## src/rtl/uart_pkg.sv

```systemverilog
// Shared UART definitions: controller state encoding and baud-rate codes.
package uart_pkg;

    typedef enum logic [2:0] {
        ST_IDLE   = 3'd0,
        ST_RUN    = 3'd1,
        ST_DRAIN  = 3'd2,
        ST_SWITCH = 3'd3,
        ST_SETTLE = 3'd4
    } baud_ctrl_state_t;

    localparam logic [1:0] BAUD_9600  = 2'b00;
    localparam logic [1:0] BAUD_19200 = 2'b01;
    localparam logic [1:0] BAUD_38400 = 2'b10;
    localparam logic [1:0] BAUD_57600 = 2'b11;

endpackage

```

## src/rtl/baud_sel_ctrl_if.sv

```systemverilog
// Bundle between the UART config/clients, baud_sel_ctrl and baud_sel_gen.
// tick_err exists only when BAUD_WDOG_EN is defined.
interface baud_sel_ctrl_if;

    logic       cfg_valid;
    logic [1:0] cfg_sel;
    logic       cfg_ready;
    logic       tx_req;
    logic       rx_req;
    logic       tx_gnt;
    logic       rx_gnt;
    logic       baud;
    logic       enable_baud;
    logic [1:0] baud_sel;
`ifdef BAUD_WDOG_EN
    logic       tick_err;

    modport master (
        output cfg_valid, cfg_sel, tx_req, rx_req, baud,
        input  cfg_ready, tx_gnt, rx_gnt, enable_baud, baud_sel, tick_err
    );
    modport slave (
        input  cfg_valid, cfg_sel, tx_req, rx_req, baud,
        output cfg_ready, tx_gnt, rx_gnt, enable_baud, baud_sel, tick_err
    );
`else
    modport master (
        output cfg_valid, cfg_sel, tx_req, rx_req, baud,
        input  cfg_ready, tx_gnt, rx_gnt, enable_baud, baud_sel
    );
    modport slave (
        input  cfg_valid, cfg_sel, tx_req, rx_req, baud,
        output cfg_ready, tx_gnt, rx_gnt, enable_baud, baud_sel
    );
`endif

endinterface

```

## src/rtl/baud_tick_wdog.sv

```systemverilog
// Flags a missing baud tick: counts enabled cycles since the last rising
// edge of baud and sets a sticky error when the count hits TICK_TIMEOUT.
module baud_tick_wdog #(
    parameter int TICK_TIMEOUT = 65536
) (
    input  logic clk,
    input  logic rst,
    input  logic en,
    input  logic baud,
    output logic tick_err
);

    localparam int W = $clog2(TICK_TIMEOUT + 1);
    localparam logic [W-1:0] LIMIT = W'(TICK_TIMEOUT);

    logic         baud_d;
    logic         rise;
    logic [W-1:0] cnt;

    assign rise = baud & ~baud_d;

    always_ff @(posedge clk) begin
        if (rst) begin
            baud_d   <= 1'b0;
            cnt      <= '0;
            tick_err <= 1'b0;
        end else begin
            baud_d <= baud;
            if (!en || rise)
                cnt <= '0;
            else if (cnt != LIMIT)
                cnt <= cnt + 1'b1;
            if (cnt == LIMIT)
                tick_err <= 1'b1;
        end
    end

endmodule

```

## src/rtl/baud_sel_ctrl.sv

```systemverilog
// Owns the shared baud generator: grants ticks to TX/RX and applies rate
// changes only when both are idle. BAUD_WDOG_EN adds the tick watchdog.
module baud_sel_ctrl #(
    parameter int SETTLE_CYCLES = 4,
    parameter int TICK_TIMEOUT  = 65536
) (
    input logic           clk,
    input logic           rst,
    baud_sel_ctrl_if.slave bus
);
    import uart_pkg::*;

    localparam int CW = (SETTLE_CYCLES > 1) ? $clog2(SETTLE_CYCLES) : 1;
    localparam logic [CW-1:0] SETTLE_LOAD = CW'(SETTLE_CYCLES - 1);

    if (SETTLE_CYCLES < 1 || TICK_TIMEOUT < 1) begin : g_bad_cfg
        $error("baud_sel_ctrl: SETTLE_CYCLES and TICK_TIMEOUT must be >= 1");
    end

    baud_ctrl_state_t state;
    baud_ctrl_state_t state_nxt;
    logic             tx_gnt;
    logic             rx_gnt;
    logic             tx_nxt;
    logic             rx_nxt;
    logic [1:0]       sel;
    logic [CW-1:0]    cnt;
    logic             busy;

    assign busy = bus.tx_req | bus.rx_req | tx_gnt | rx_gnt;

    always_comb begin
        state_nxt = state;
        tx_nxt    = 1'b0;
        rx_nxt    = 1'b0;
        unique case (state)
            ST_IDLE: begin
                if (bus.cfg_valid)
                    state_nxt = ST_SWITCH;
                else if (bus.tx_req || bus.rx_req)
                    state_nxt = ST_RUN;
            end
            ST_RUN: begin
                tx_nxt = bus.tx_req;
                rx_nxt = bus.rx_req;
                if (bus.cfg_valid)
                    state_nxt = ST_DRAIN;
                else if (!busy)
                    state_nxt = ST_IDLE;
            end
            // Existing grants may only fall here; no new grant is issued.
            ST_DRAIN: begin
                tx_nxt = tx_gnt & bus.tx_req;
                rx_nxt = rx_gnt & bus.rx_req;
                if (!bus.cfg_valid)
                    state_nxt = ST_RUN;
                else if (!tx_gnt && !rx_gnt)
                    state_nxt = ST_SWITCH;
            end
            ST_SWITCH: begin
                state_nxt = bus.cfg_valid ? ST_SETTLE : ST_IDLE;
            end
            ST_SETTLE: begin
                if (cnt == '0)
                    state_nxt = ST_IDLE;
            end
            default: state_nxt = ST_IDLE;
        endcase
    end

    always_ff @(posedge clk) begin
        if (rst) begin
            state  <= ST_IDLE;
            tx_gnt <= 1'b0;
            rx_gnt <= 1'b0;
            sel    <= BAUD_9600;
            cnt    <= '0;
        end else begin
            state  <= state_nxt;
            tx_gnt <= tx_nxt;
            rx_gnt <= rx_nxt;
            if (state == ST_SWITCH && bus.cfg_valid) begin
                sel <= bus.cfg_sel;
                cnt <= SETTLE_LOAD;
            end else if (state == ST_SETTLE && cnt != '0) begin
                cnt <= cnt - 1'b1;
            end
        end
    end

    assign bus.enable_baud = (state == ST_RUN) || (state == ST_DRAIN);
    assign bus.cfg_ready   = (state == ST_SWITCH);
    assign bus.tx_gnt      = tx_gnt;
    assign bus.rx_gnt      = rx_gnt;
    assign bus.baud_sel    = sel;

`ifdef BAUD_WDOG_EN
    baud_tick_wdog #(
        .TICK_TIMEOUT(TICK_TIMEOUT)
    ) u_wdog (
        .clk     (clk),
        .rst     (rst),
        .en      (bus.enable_baud),
        .baud    (bus.baud),
        .tick_err(bus.tick_err)
    );
`else
    logic unused_baud;
    assign unused_baud = bus.baud;
`endif

endmodule
```

## src/flat_wrapper.sv

```systemverilog
// flat-port wrapper written by rule: the top's interface ports become plain ports
module baud_sel_ctrl_flat import uart_pkg::*;
#(
    parameter int SETTLE_CYCLES = 4,
    parameter int TICK_TIMEOUT  = 65536
)
  (clk, rst, bus_cfg_valid, bus_cfg_sel, bus_tx_req, bus_rx_req, bus_baud, bus_cfg_ready, bus_tx_gnt, bus_rx_gnt, bus_enable_baud, bus_baud_sel);
  baud_sel_ctrl_if bus_i ();
  input logic clk;
  input logic rst;
  input wire logic [$bits(bus_i.cfg_valid)-1:0] bus_cfg_valid;
  input wire logic [$bits(bus_i.cfg_sel)-1:0] bus_cfg_sel;
  input wire logic [$bits(bus_i.tx_req)-1:0] bus_tx_req;
  input wire logic [$bits(bus_i.rx_req)-1:0] bus_rx_req;
  input wire logic [$bits(bus_i.baud)-1:0] bus_baud;
  output wire logic [$bits(bus_i.cfg_ready)-1:0] bus_cfg_ready;
  output wire logic [$bits(bus_i.tx_gnt)-1:0] bus_tx_gnt;
  output wire logic [$bits(bus_i.rx_gnt)-1:0] bus_rx_gnt;
  output wire logic [$bits(bus_i.enable_baud)-1:0] bus_enable_baud;
  output wire logic [$bits(bus_i.baud_sel)-1:0] bus_baud_sel;
  assign bus_i.cfg_valid = bus_cfg_valid;
  assign bus_i.cfg_sel = bus_cfg_sel;
  assign bus_i.tx_req = bus_tx_req;
  assign bus_i.rx_req = bus_rx_req;
  assign bus_i.baud = bus_baud;
  assign bus_cfg_ready = bus_i.cfg_ready;
  assign bus_tx_gnt = bus_i.tx_gnt;
  assign bus_rx_gnt = bus_i.rx_gnt;
  assign bus_enable_baud = bus_i.enable_baud;
  assign bus_baud_sel = bus_i.baud_sel;
  baud_sel_ctrl #(.SETTLE_CYCLES(SETTLE_CYCLES), .TICK_TIMEOUT(TICK_TIMEOUT)) u_core (.clk(clk), .rst(rst), .bus(bus_i));
endmodule
```

## config.mk

```make
export PLATFORM = sky130hd
export DESIGN_NAME = baud_sel_ctrl_flat
export DESIGN_NICKNAME = d
export VERILOG_FILES = /design/src/rtl/uart_pkg.sv /design/src/rtl/baud_sel_ctrl_if.sv /design/src/rtl/baud_tick_wdog.sv /design/src/rtl/baud_sel_ctrl.sv /design/src/flat_wrapper.sv
export SDC_FILE = /design/constraint.sdc
export NUM_CORES = 1
export LEC_CHECK = 0
export CAP_MARGIN = 20
export CORE_MARGIN = 10
export CORE_UTILIZATION = 30
export CTS_BUF_LIST = sky130_fd_sc_hd__clkbuf_4
export CTS_CLUSTER_SIZE = 30
export DETAILED_ROUTE_END_ITERATION = 8
export RECOVER_POWER = 100
export SLEW_MARGIN = 20
export SYNTH_ARGS = -nofsm -noshare
export SYNTH_HDL_FRONTEND = slang
export SYNTH_SLANG_ARGS = --single-unit
```

## constraint.sdc

```tcl
create_clock -name clk -period 2.8 [get_ports clk]
set_input_delay 0.56 -clock clk [delete_from_list [all_inputs] [get_ports clk]]
set_output_delay 0.56 -clock clk [all_outputs]
set_load 0.05 [all_outputs]
```

==> impl_results.md <==
- Met2 wire len: 385 µm
- DRC violations left: 0
- Placed Area: ~550 µm²
- Rows: 13
- Critical path fanouts, max: 8
- Post-route ant nets: 0
- I/O pin count: 14
- Synth Area in Compound Gates: 14.7%
- FMAX: 397 MHz
- P_int: 221 µW
- First-pass GRT wire length: between 1 and 1.5 mm
- P_leak: roughly 0.24 nW
- Drt wl/cell: 11.4 µm
- Post-layout util: 43.7%
- Synth cell types: 21
- Number of clock sinks: 9
- Number of global-route vias before repair: 339
- Setup crit end kind: primary output
- Vias post-DR: about 360
- Hold path depth: 2
- CTS Buffer Depth: 2
- RePlAce Congestion: 0.669
- Syn_area_per_cell: 9.27 µm²
- Final net count: 70
- Die H: 56.9 µm
- Worst-Margin Slew: 665 ps
- VDD IR max: 0.000266 V
- Max Cap Violations: 0
- Initial core utilization: 31.7%
- Main combinational cell family by area after synthesis: simple AND/OR/NAND/NOR gates
- Post-cts gate resize count: 0
- Total power: 300 µW
- Final Max Slew Viols: 0
- Register area share after synthesis: about 44%
- Hpwl dp: 690 µm
- Worst r2r path cells: 5
- Die Area: 3230 µm²
- Share of layout cells above drive strength 1: 10.0%
- Startpoint Class: flip-flop
- Placed Instances: 71
- H-tree levels: 1
- Multiplexer area fraction after synthesis: 7.67%
- Reg-to-Reg Start: u_core.cnt[0]$_SDFFE_PP0P_
- Vias per inst: between 4 and 5
- Worst-skew pair later-pin latency: approximately 260 ps
- Post-Syn Nets: 53
- Clk_skew: around 6.3 ps
- Initial DRC count: 7
- Worst hold path type: flip-flop to flip-flop
- CTS tree: built
- Clk pwr share: 35.5%
- Post-Layout Cell Count: 75
- Hold_sp: u_core.bus.baud_sel[1]$_SDFFE_PP0P_
- Synth Cell Area: between 400 and 500 µm²
- Die width: 56.9 µm
- Antenna violations before repair: 0
- Total GRT Usage: under 10%
- Number of port buffers: 12
- Reg-to-Reg End: u_core.cnt[1]$_SDFFE_PP0P_
- Yosys warnings: 0
- Critical path arrival: 1960 ps
- RSZ-0062 raised after global routing: no
- Worst slew margin: 55.1%
- Core Area: 1280 µm²
- Total setup buffers inserted after CTS: 0
- Sw Share: 26.3%
- Final worst path period share: 90.0%
- Register Area: 180 µm²
- Setup TNS: 0 ps
- # setup viols final: 0
- Synth Area in XOR/XNOR: around 2.1%
- Multi-input gate area: 201 µm²
- FF-to-FF setup slack: 1050 ps
- CTS buffer count: 3
- Flops & latches, synth: 9
- Post-CTS Hold Buffers: 0
- P&R area growth vs syn: 37.7%
- Post-Route WL: 855 µm
- DR pass1 iterations: 2
- Post-Syn Instances: 44
- WL met1: 372 µm
- Antenna diodes: 0
- Largest net degree at the start of global routing: 9
- Fin Hold WS: 490 ps
- Place WS: slightly below 600 ps
- Synth Area in Simple Gates: 25.5%
- Final min period: 2520 ps
- Synth Area in Adders: 3.07%
- Flop pwr share: between 40 and 50%
- Power density over cell area: 534 nW/µm²
- Routed wl met3: 86 µm
- Outcome: completed
- Crit path kind: flip-flop to primary output
- Root Driver: clkbuf_4
- Final hold vios: 0
- # fillers: about 140
- Uppermost layer routed: met4
- WHS Endpoint: u_core.bus.baud_sel[1]$_SDFFE_PP0P_
- Worst Slack Setup Final: 281 ps
- Clock transition at path regs: 60 ps
- Comb pwr share: 17.7%
- Worst EP required: 2240 ps
- Grt ovf: 0
- Psw: 79.0 µW
- Final Cell Area: 562 µm²
## power groups by stage
stage | Combinational (mW) | Sequential [mW] | Clock [mW]
floorplan | 0.0287 | 0.149 | 0
global placement | 0.0565 | 0.145 | 0
detailed placement | 0.0568 | 0.145 | 0
CTS | 0.0570 | 0.142 | 0.111
global route | 0.0577 | 0.142 | 0.122
finish | 0.0531 | 0.140 | 0.106
## logic make-up (layout without fill, tap and decap cells)
kind of cell / after synthesis / in the layout
AO/OA/AOI/OAI: 10 / 10
XOR/XNOR: 1 / 1
adder cells (fa/ha/maj): 1 / 1
buffers and inverters: 3 / 19
flip-flops: 9 / 9
multiplexers: 3 / 3
AND/OR/NAND/NOR: 17 / 17
## worst max-delay path by stage
stage / end / cells after the start / slack (ps) / startpoint
floorplan: bus_cfg_ready / 2 / 1060 / u_core.state[1]$_SDFFE_PP0P_
global placement: bus_enable_baud / 3 / 570 / u_core.state[0]$_SDFFE_PP0P_
detailed placement: bus_enable_baud / 3 / 580 / u_core.state[0]$_SDFFE_PP0P_
CTS: bus_enable_baud / 3 / 290 / u_core.state[0]$_SDFFE_PP0P_
global route: bus_enable_baud / 3 / 170 / u_core.state[0]$_SDFFE_PP0P_
finish: bus_enable_baud / 3 / 280 / u_core.state[0]$_SDFFE_PP0P_
## sequential cells by signal, summed over array words and instances, names as in the netlist
name and cells:
u_core.state 3, u_core.cnt 2, u_core.bus.rx_gnt 1, u_core.bus.baud_sel 2, u_core.bus.tx_gnt 1
## critical path, stage by stage (launching register included)
cell and delay [ps]:
dfxtp_1 430, nor2b_1 250, o21ba_2 150, dlygate4sd3_1 860
## area by class of cell
cell class | count | area share [%]
inverter | 3 | 2.00
tap | 15 | 3.34
sequential | 9 | 32.1
timing repair buffer | 12 | 21.4
multi-input combinational | 32 | 35.9
clock buffer | 4 | 5.35
## synthesized netlist by cell type (all sizes together)
master  instances  area (µm²)
dfxtp           9         180
nand2           4        15.0
and3            1        6.26
nor2            6        22.5
nor4            1        6.26
a211oi          1        7.51
o211ai          1        7.51
inv             3        11.3
a21oi           5        25.0
o21ai           2        10.0
mux2            1        11.3
nand4b          1        8.76
ha              1        12.5
nor2b           1        6.26
xnor2           1        8.76
nor4b           1        23.8
and2b           1        7.51
o21ba           1        10.0
mux2i           2        20.0
or4             1        7.51
## cells in the final DEF (no fill, tap or decap)
| master | instances |
|---|---|
| dfxtp_1 | 9 |
| dlygate4sd3_1 | 8 |
| nor2_1 | 6 |
| a21oi_1 | 5 |
| nand2_1 | 4 |
| clkbuf_4 | 4 |
| clkdlybuf4s50_1 | 4 |
| inv_1 | 3 |
| o21ai_0 | 2 |
| mux2i_1 | 2 |
| and2b_1 | 1 |
| nor2b_1 | 1 |
| o21ba_2 | 1 |
| nand4b_1 | 1 |
| nor4b_1 | 1 |
| mux2_2 | 1 |
| and3_1 | 1 |
| nor4_1 | 1 |
| o211ai_1 | 1 |
| or4_1 | 1 |
| a211oi_1 | 1 |
| xnor2_1 | 1 |
| ha_1 | 1 |
## metal layers
layer | global-route usage (%) | vias to the layer above
met1 | 6.00 | 160
met2 | 7.84 | 10
li1 | - | 189
met5 | 0 | -
met4 | 3.02 | 0
met3 | 4.04 | 2
(Power assumes the default switching activity.)
